`src/rtl/key_demux_pkg.sv`:
```
// key_demux shared constants: width and saturation value of the miss counter.
package key_demux_pkg;

   localparam int MISS_CNT_W = 16;
   localparam logic [MISS_CNT_W-1:0] MISS_CNT_MAX = '1;

endpackage

```
`src/rtl/key_demux_slot.sv`:
```
// One-entry output register slot; a word loaded at edge N is visible from N on.
// Accepts a new word while empty or while being drained (can_load), so one word/cycle streams through.
module key_demux_slot #(
   parameter int DATA_LEN = 1
) (
   input  logic                clk,
   input  logic                rst,
   input  logic                load,
   input  logic [DATA_LEN-1:0] ld_data,
   input  logic                ready,
   output logic                valid,
   output logic [DATA_LEN-1:0] data,
   output logic                can_load
);

   assign can_load = !valid || ready;

   always_ff @(posedge clk) begin
      if (rst) begin
         valid <= 1'b0;
         data  <= '0;
      end else if (load) begin
         valid <= 1'b1;
         data  <= ld_data;
      end else if (valid && ready) begin
         valid <= 1'b0;
      end
   end

endmodule

```
`src/rtl/key_demux.sv`:
```
// Keyed demux: routes each input word to the register slot of channel in_key; out-of-range keys are dropped and flagged on miss.
// One-cycle latency; in_ready stalls only when the addressed slot is full and not draining. KEY_DEMUX_MISS_CNT_EN adds a saturating miss counter.
module key_demux
   import key_demux_pkg::*;
#(
   parameter int NR_KEY   = 2,
   parameter int KEY_LEN  = 1,
   parameter int DATA_LEN = 1
) (
   input  logic                         clk,
   input  logic                         rst,
   input  logic                         in_valid,
   output logic                         in_ready,
   input  logic [KEY_LEN-1:0]           in_key,
   input  logic [DATA_LEN-1:0]          in_data,
   output logic [NR_KEY-1:0]            out_valid,
   input  logic [NR_KEY-1:0]            out_ready,
   output logic [NR_KEY*DATA_LEN-1:0]   out_data,
   output logic                         miss,
   output logic [MISS_CNT_W-1:0]        miss_cnt
);

   localparam logic [KEY_LEN:0] NR_KEY_W = (KEY_LEN+1)'(NR_KEY);

   logic              hit;
   logic              sel_can_load;
   logic              miss_acc;
   logic [NR_KEY-1:0] can_load;
   logic [NR_KEY-1:0] load;

   assign hit = ({1'b0, in_key} < NR_KEY_W);

   // Decode by comparison rather than indexing so keys beyond NR_KEY never address a slot.
   always_comb begin
      sel_can_load = 1'b0;
      load         = '0;
      for (int i = 0; i < NR_KEY; i++) begin
         if (in_key == KEY_LEN'(i)) begin
            sel_can_load = can_load[i];
            load[i]      = in_valid && can_load[i];
         end
      end
   end

   assign in_ready = hit ? sel_can_load : 1'b1;
   assign miss_acc = in_valid && !hit;

   for (genvar g = 0; g < NR_KEY; g++) begin : g_slot
      key_demux_slot #(
         .DATA_LEN (DATA_LEN)
      ) u_slot (
         .clk      (clk),
         .rst      (rst),
         .load     (load[g]),
         .ld_data  (in_data),
         .ready    (out_ready[g]),
         .valid    (out_valid[g]),
         .data     (out_data[DATA_LEN*g +: DATA_LEN]),
         .can_load (can_load[g])
      );
   end

   always_ff @(posedge clk) begin
      if (rst) begin
         miss <= 1'b0;
      end else begin
         miss <= miss_acc;
      end
   end

`ifdef KEY_DEMUX_MISS_CNT_EN
   logic [MISS_CNT_W-1:0] cnt_q;

   always_ff @(posedge clk) begin
      if (rst) begin
         cnt_q <= '0;
      end else if (miss_acc && (cnt_q != MISS_CNT_MAX)) begin
         cnt_q <= cnt_q + 1'b1;
      end
   end

   assign miss_cnt = cnt_q;
`else
   assign miss_cnt = '0;
`endif

endmodule

```
`config.mk`:
```
export PLATFORM = sky130hd
export DESIGN_NAME = key_demux
export DESIGN_NICKNAME = d
export VERILOG_FILES = /design/src/rtl/key_demux_pkg.sv /design/src/rtl/key_demux_slot.sv /design/src/rtl/key_demux.sv
export SDC_FILE = /design/constraint.sdc
export NUM_CORES = 1
export LEC_CHECK = 0
export ABC_AREA = 1
export BUFFER_PORTS_ARGS = -buffer_cell sky130_fd_sc_hd__buf_2
export CAP_MARGIN = 0
export CORE_AREA = 2 2 39 41
export CTS_BUF_LIST = sky130_fd_sc_hd__clkbuf_2
export CTS_CLUSTER_SIZE = 40
export DETAILED_ROUTE_END_ITERATION = 8
export DIE_AREA = 0 0 41 43
export PLACE_DENSITY = 0.6
export SLEW_MARGIN = 20
export SYNTH_ARGS = -nofsm -noshare
export SYNTH_HDL_FRONTEND = slang
export SYNTH_SLANG_ARGS = --single-unit
```
`constraint.sdc`:
```
create_clock -name clk -period 2.3 [get_ports clk]
set_clock_uncertainty 0.2 [all_clocks]
set_input_delay 0.345 -clock clk [delete_from_list [all_inputs] [get_ports clk]]
set_output_delay 0.345 -clock clk [all_outputs]
set_load 0.02 [all_outputs]
```
==> reports/metrics.cfg, run 1 <==
[grt]
grt.total_usage=0.0642
use_met2=0.0750
grt_pass1_wl_um=655
top_usage_layer=met3
antenna_found_initial=0
use_met3=0.0995
grt_max_degree=5
grt_pass1_vias=183
grt_overflow=0
grt.met1_usage=0.0577

[timing]
finalMaxSlewViolations=0
finalSetupViolCount=0
worst_slack_ns=0.880
fin_crit_ns=1.42
period_share=0.617
rsz0062_at_grt=no
fmax_mhz=704
finalHoldViolations=0
setup_tns_ns=0

[yosys]
yosys_warnings=0
syn_area_per_cell_um2=6.55
ys_seq_elements=4
synthCells=56
yosysSeqAreaShare=0.218
ys_top_cells_by_area=buf_4, dfxtp_1, nand2_1, inv_1, nand2_2
synth_top_area_cell=buf_4
ys_types=10
synth_area_um2=367
synth_top_area_frac=0.430

[power_and_ir_drop]
power_density_nw_per_um2=564
p_clk_frac=0.322
p_sw_mw=0.0794
switching_share=0.392
power_frac_comb=0.301
internal_power_mw=0.123
power_frac_seq=0.376
ir_drop_mv=0.246
p_leak_nw=0.255

[place]
port_buffers=11
hpwlAfterDp_um=437
gp_congestion=0.651
place_ws_ns=0.929

[outcome]
outcome=completed

[final_layout]
layout-drive-gt1-share=0.292
area_growth_syn_to_layout_pct=-2.05
layout.nets=74
layout_commonest_cell=conb_1
diodes=0
final_cell_mix=conb_1, nand2_1, buf_2

[routing]
wl_per_cell_um=6.38
dr.pass1.iters=1
vias=278
drc=0
routed_via_density=3.43
wl_um=517
ant_nets=0
drt-initial-drc-count=0

[setup_path]
crit_type=flop to output pin
cp_slowest_stage_delay_ns=0.34
slowest_stage=dfxtp_1
crit_path_start_kind=flop
path_cells=nand2_2 > nand2_1 > nand2_1 > buf_2
path_buf_inv=1
worst-path-max-fanout=4
cp-end-kind=output pin
r2r_setup_slack_ns=1.37
arrival_ns=0.87
path_delay_family=flip-flops
cpMostUsedCell=nand2_1
crit_required_ns=1.75

[floorplan]
core-area_um2=1380
rows=14
dieArea_um2=1760
start_util=0.265
fp.dieH_um=43
fp.dieW_um=41
io_pins=29

[clock_network]
cts_tree=done
clockBufferDepth=2
cts_resized=0
cts_sinks=4
cts.clk_slew.worst_paths_ns=0.05
cts_buffers=3
postCtsHoldBufs=0
insertion_delay_ns=0.21
h-tree-depth=1
root_buffer=clkbuf_2
post_cts_buffers=0

[job]
drv_cap=0

[worst_hold_path]
hold_path.class=input pin to flop

worst paths after layout:
check	start	end	cells after the start
setup reg to reg	g_slot[0].u_slot.valid	g_slot[0].u_slot.data	5
hold reg to reg	g_slot[0].u_slot.data	g_slot[0].u_slot.data	4
setup / recovery	g_slot[0].u_slot.valid	in_ready	4
hold / removal	rst	g_slot[0].u_slot.valid	4
area by class of cell:
| type | instances | area, um2 |
|---|---|---|
| well taps | 16 | 20.0 |
| repair buffers | 11 | 55.1 |
| fillers | 162 | 1020 |
| clock buffers | 3 | 15.0 |
| inverters | 11 | 41.3 |
| flip-flops and latches | 4 | 80.1 |
| multi-input cells | 36 | 148 |
worst reg2reg max path, delay by kind of cell, from the launching register on:
kind          cells  cell delay, ns
simple gates      4            0.25
flops             1            0.34
buf+inv           1            0.05
power groups by stage:
stage	clock network (mW)	registers [mW]	logic, mW
floorplan	0	0.0775	0.0751
global placement	0	0.0777	0.0604
detailed placement	0	0.0775	0.0610
CTS	0.0709	0.0762	0.0611
global route	0.0804	0.0765	0.0669
finish	0.0654	0.0763	0.0610
synth_stat cells (all sizes together):
cell type and n:
nand2 13, buf 21, dfxtp 4, nor2 2, nand4 2, conb 1, inv 11, nand3 2
registers in the layout (all words and copies together) (netlist names):
register,cells
g_slot.u_slot.data,2
g_slot.u_slot.valid,2
layer usage:
metal  vias up  wire, um
met4         0         0
met5         -         0
met1       118       180
met2        17       233
li1        143         -
met3         0       103
stage by stage:
step | hold WS (ns) | util | total power [mW] | cells | area [um2]
after floorplan | 0.287 | - | 0.153 | 72 | 427
after global placement | 0.299 | 0.249 | 0.138 | 78 | 344
after detailed placement | 0.302 | 0.249 | 0.139 | 78 | 344
after CTS | 0.172 | 0.259 | 0.208 | 81 | 359
after global routing | 0.174 | 0.259 | 0.224 | 81 | 359
final | 0.186 | 0.259 | 0.203 | 81 | 359
cell families (layout without fill, tap and decap cells):
logic type,count (synthesis),in the layout,share of synthesized area
simple gates,19,19,0.229
other cells,1,17,0.0102
buf+inv,32,25,0.543
flops,4,4,0.218
Note: power is estimated with default switching activity, not from simulation.
==> inputs of run 2 (changes only) <==
--- a/config.mk
+++ b/config.mk
@@ -13,7 +13,7 @@
 export CTS_CLUSTER_SIZE = 40
 export DETAILED_ROUTE_END_ITERATION = 8
 export DIE_AREA = 0 0 41 43
-export PLACE_DENSITY = 0.6
+export PLACE_DENSITY = 0.62
 export SLEW_MARGIN = 20
 export SYNTH_ARGS = -nofsm -noshare
 export SYNTH_HDL_FRONTEND = slang
==> constraint.sdc (replaced) <==
create_clock -name clk -period 1.2 [get_ports clk]
set_clock_uncertainty 0.2 [all_clocks]
set_input_delay 0.18 -clock clk [delete_from_list [all_inputs] [get_ports clk]]
set_output_delay 0.18 -clock clk [all_outputs]
set_load 0.02 [all_outputs]
==> reports/metrics.cfg, run 2 (same netlist as run 1, synthesis figures left out) <==
[routing]
ant_nets=0
dr.pass1.iters=4
drt-initial-drc-count=2
wl_per_cell_um=6.85
wl_um=575
routed_via_density=3.44
drc=0
vias=289

[clock_network]
cts.clk_slew.worst_paths_ns=0.04
root_buffer=clkbuf_2
cts_sinks=4
cts_tree=done
h-tree-depth=1
insertion_delay_ns=0.21
cts_buffers=3
postCtsHoldBufs=0
clockBufferDepth=2

[final_layout]
area_growth_syn_to_layout_pct=9.21
final_cell_mix=conb_1, buf_2, nand2_1
layout_commonest_cell=conb_1
diodes=0
layout.nets=77
finish.utilization=0.289
layout-drive-gt1-share=0.397
layout.cells.non_filler=84
reg_top3=g_slot.u_slot.data x2, g_slot.u_slot.valid x2

[setup_path]
crit_path_start_kind=flop
worst-r2r-cell-count=7
path_cells=nand2_2 > nand2_1 > nand2_2 > buf_6
cp_slowest_stage_delay_ns=0.32
r2r-end=g_slot[0].u_slot.valid
worst-path-max-fanout=2
cp-endpoint=in_ready
crit_type=flop to output pin
cpMostUsedCell=nand2_2
crit_start=g_slot[1].u_slot.valid
crit_required_ns=0.82
arrival_ns=0.82
worstReg2RegStart=g_slot[0].u_slot.valid
r2r_setup_slack_ns=0.07
cp-end-kind=output pin
slowest_stage=dfxtp_2

[power_and_ir_drop]
ir_drop_mv=0.435
power_density_nw_per_um2=999
p_leak_nw=0.273

[timing]
finalHoldViolations=0
worst_slack_ns=-0.00373
fin_crit_ns=1.20
period_share=1.00
fmax_mhz=831
finalMaxSlewViolations=0
finalSetupViolCount=1
rsz0062_at_grt=yes

[floorplan]
start_util=0.265
core-area_um2=1380
rows=14
fp.dieH_um=43
fp.dieW_um=41
io_pins=29
dieArea_um2=1760

[grt]
grt_overflow=0
grt_pass1_vias=221
grt.total_usage=0.0742
grt_max_degree=5
antenna_found_initial=0
grt_pass1_wl_um=807

[outcome]
violations=setup timing
outcome=finished, violations left

[place]
place_ws_ns=0.163
port_buffers=11
placed_cells=78
hpwlAfterDp_um=438
gp_congestion=0.780

[job]
drv_cap=0

[worst_hold_path]
hold_path.class=input pin to flop

==> run 2: cell types whose count changed in the layout (fill, tap and decap cells not counted), sizes merged <==
cell	previous run	this run
buf	11	14
==> run 2: through the flow <==
step | TNS [ns] | total power [mW] | hold slack (ns) | instance area, um2
floorplan | 0 | 0.292 | 0.129 | 427
global placement | 0 | 0.264 | 0.240 | 344
detailed placement | 0 | 0.265 | 0.243 | 344
CTS | -0.0248 | 0.402 | 0.00534 | 383
global route | -0.0838 | 0.437 | 0.0154 | 400
finish | -0.00373 | 0.400 | 0.0205 | 400
==> run 2: metal layers <==
| layer | share of wire | track usage |
|---|---|---|
| met4 | 0 | 0 |
| met3 | 0.15 | 0.0942 |
| met5 | 0 | 0 |
| met2 | 0.47 | 0.0906 |
| met1 | 0.38 | 0.0865 |
==> run 2: what timing repair did <==
| item | in CTS | in global routing |
|---|---|---|
| buffers inserted | 2 | 1 |
| setup endpoints to repair | 1 | 1 |
| pin swaps | 4 | 3 |
| gates cloned | 0 | 0 |
| gates resized for setup | 4 | 3 |
==> run 2: worst min path at each step <==
stage	startpoint	endpoint	slack, ns	cells after the start
6_report	rst	g_slot[1].u_slot.valid	0.02	4
5_1_grt	rst	g_slot[0].u_slot.valid	0.02	4
4_1_cts	rst	g_slot[1].u_slot.valid	0.005	4
3_5_place_dp	rst	g_slot[0].u_slot.valid	0.24	4
3_3_place_gp	rst	g_slot[0].u_slot.valid	0.24	4
2_1_floorplan	rst	g_slot[0].u_slot.valid	0.13	3
==> run 2: power breakdown <==
part           leakage [nW]  internal (mW)  switching, mW
Sequential           0.0337          0.143        0.00445
Combinational         0.227         0.0352         0.0939
Clock                0.0125         0.0672         0.0565
==> run 2: cell type report <==
| type | instances | area, um2 |
|---|---|---|
| Fill cell | 171 | 983 |
| Multi-Input combinational cell | 36 | 158 |
| Timing Repair Buffer | 14 | 83.8 |
| Sequential cell | 4 | 82.6 |
| Inverter | 11 | 41.3 |
| Tap cell | 16 | 20.0 |
| Clock buffer | 3 | 15.0 |
==> run 2: worst max-delay path: cells and delay by family (launching register included) <==
| family | cells | cell delay [ns] |
|---|---|---|
| buf+inv | 1 | 0.12 |
| flops | 1 | 0.32 |
| simple gates | 3 | 0.18 |
==> inputs of run 3 (changes only) <==
==> constraint.sdc (replaced) <==
create_clock -name clk -period 1.2 [get_ports clk]
set_clock_uncertainty 0.2 [all_clocks]
set_input_delay 0.24 -clock clk [delete_from_list [all_inputs] [get_ports clk]]
set_output_delay 0.24 -clock clk [all_outputs]
set_load 0.02 [all_outputs]
==> reports/metrics.cfg, run 3 (same netlist as run 1, synthesis figures left out) <==
[outcome]
outcome=finished, violations left
violations=setup timing

[grt]
grt_max_degree=5
antenna_found_initial=0
grt.met1_usage=0.0609
grt_pass1_wl_um=759
top_usage_layer=met2
grt_overflow=0
grt.total_usage=0.0712
grt_pass1_vias=224
use_met3=0.0942
use_met2=0.0969

[floorplan]
core-area_um2=1380
rows=14
dieArea_um2=1760
io_pins=29
fp.dieH_um=43
start_util=0.265
fp.dieW_um=41

[timing]
finalMaxSlewViolations=0
finalHoldViolations=0
fin_crit_ns=1.25
finalSetupViolCount=1
hold_slack_ns=0.0771
worst_slack_ns=-0.0539
rsz0062_at_grt=yes
fmax_mhz=798
period_share=1.04

[setup_path]
crit_type=flop to output pin
arrival_ns=0.81
r2r_setup_slack_ns=0.15
crit_path_start_kind=flop
path_delay_family=flip-flops
crit_required_ns=0.76
cp.depth=4
cp-endpoint=in_ready
path_cells=nand2_2 > nand2_2 > nand2_2 > buf_6
cpMostUsedCell=nand2_2
worst-r2r-cell-count=6
worst-path-max-fanout=2
crit_start=g_slot[1].u_slot.valid
worstReg2RegStart=g_slot[0].u_slot.valid
cp_slowest_stage_delay_ns=0.32
cp-end-kind=output pin
slowest_stage=dfxtp_2
r2r-end=g_slot[0].u_slot.valid
path_buf_inv=1

[final_layout]
layout-drive-gt1-share=0.388
final_cell_mix=conb_1, buf_2, inv_1, nand2_1, nand2_2
diodes=0
layout.nets=76
layout_commonest_cell=conb_1
multi_input_area_um2=155
area_growth_syn_to_layout_pct=6.48
reg_top3=g_slot.u_slot.data x2, g_slot.u_slot.valid x2
nFillCells=163
seq_area_um2=82.6

[job]
drv_cap=0

[power_and_ir_drop]
p_sw_mw=0.154
power_frac_comb=0.320
p_clk_frac=0.310
p_leak_nw=0.267
power_density_nw_per_um2=1020
ir_drop_mv=0.379
p_total_mw=0.397
switching_share=0.387
internal_power_mw=0.244
power_frac_seq=0.370

[routing]
wl_per_cell_um=6.84
vias=288
dr.pass1.iters=2
ant_nets=0
routed_via_density=3.47
wl_um=568
drt-initial-drc-count=3
drc=0

[clock_network]
cts.clk_slew.worst_paths_ns=0.04
cts_tree=done
cts_buffers=3
cts_sinks=4
postCtsHoldBufs=0
h-tree-depth=1
clockBufferDepth=2
root_buffer=clkbuf_2
insertion_delay_ns=0.21

[place]
port_buffers=11
hpwlAfterDp_um=414
gp_congestion=0.752

[worst_hold_path]
hold_path.class=input pin to flop

## run 3: cell count changes in the layout (fill, tap and decap cells not counted)
| cell | change |
|---|---|
| buf_4 | -1 |
| nand2_1 | -1 |
| nand2_2 | +1 |
| nand3_1 | +1 |
| nand3_2 | -1 |
## run 3: worst min path at each step
stage	slack [ns]	startpoint	cells after the start	to
2_1_floorplan	0.19	rst	3	g_slot[0].u_slot.valid
3_3_place_gp	0.30	g_slot[1].u_slot.data	4	g_slot[1].u_slot.data
3_5_place_dp	0.30	g_slot[0].u_slot.data	4	g_slot[0].u_slot.data
4_1_cts	0.06	rst	4	g_slot[1].u_slot.valid
5_1_grt	0.06	rst	4	g_slot[1].u_slot.valid
6_report	0.08	rst	4	g_slot[1].u_slot.valid
## run 3: cell type report
cell class / count / share of cell area
repair buffers: 13 / 0.196
clock buffers: 3 / 0.0385
flip-flops and latches: 4 / 0.212
multi-input cells: 36 / 0.397
well taps: 16 / 0.0513
inverters: 11 / 0.106
## run 3: what timing repair did
| item | in CTS | in global routing |
|---|---|---|
| endpoints found under the hold margin | 0 | 0 |
| gates resized for setup | 4 | 3 |
| endpoints found under the setup margin | 1 | 1 |
| pin swaps | 3 | 1 |
| buffers inserted | 2 | 0 |
## run 3: stage by stage
stage,setup slack (ns),setup TNS (ns),cells,area [um2],utilization
after global routing,-0.124,-0.124,83,390,0.282
after detailed placement,0.0486,0,78,344,0.249
after floorplan,0.182,0,72,427,-
after global placement,0.0484,0,78,344,0.249
after CTS,-0.0806,-0.0806,83,383,0.277
final,-0.0539,-0.0539,83,390,0.282
## run 3: power by group through the flow
stage	Combinational [mW]	Sequential [mW]	Clock, mW
6_report	0.127	0.147	0.123
3_3_place_gp	0.116	0.149	0
5_1_grt	0.139	0.147	0.150
2_1_floorplan	0.144	0.149	0
4_1_cts	0.123	0.147	0.134
3_5_place_dp	0.116	0.149	0
## run 3: layer usage
layer / share of wire / up-vias / routed length, um
met5: 0 / - / 0
met4: 0 / 0 / 0
met3: 0.15 / 0 / 83
met2: 0.49 / 16 / 280
met1: 0.36 / 126 / 203
li1: - / 146 / -
## run 3: worst register-to-register path: stages (launching register included)
cell and delay [ns]:
dfxtp_2 0.32, nand2_2 0.06, buf_4 0.14, nand3_1 0.09, nand2_1 0.06, nand2_1 0.05
inv_1 0.03
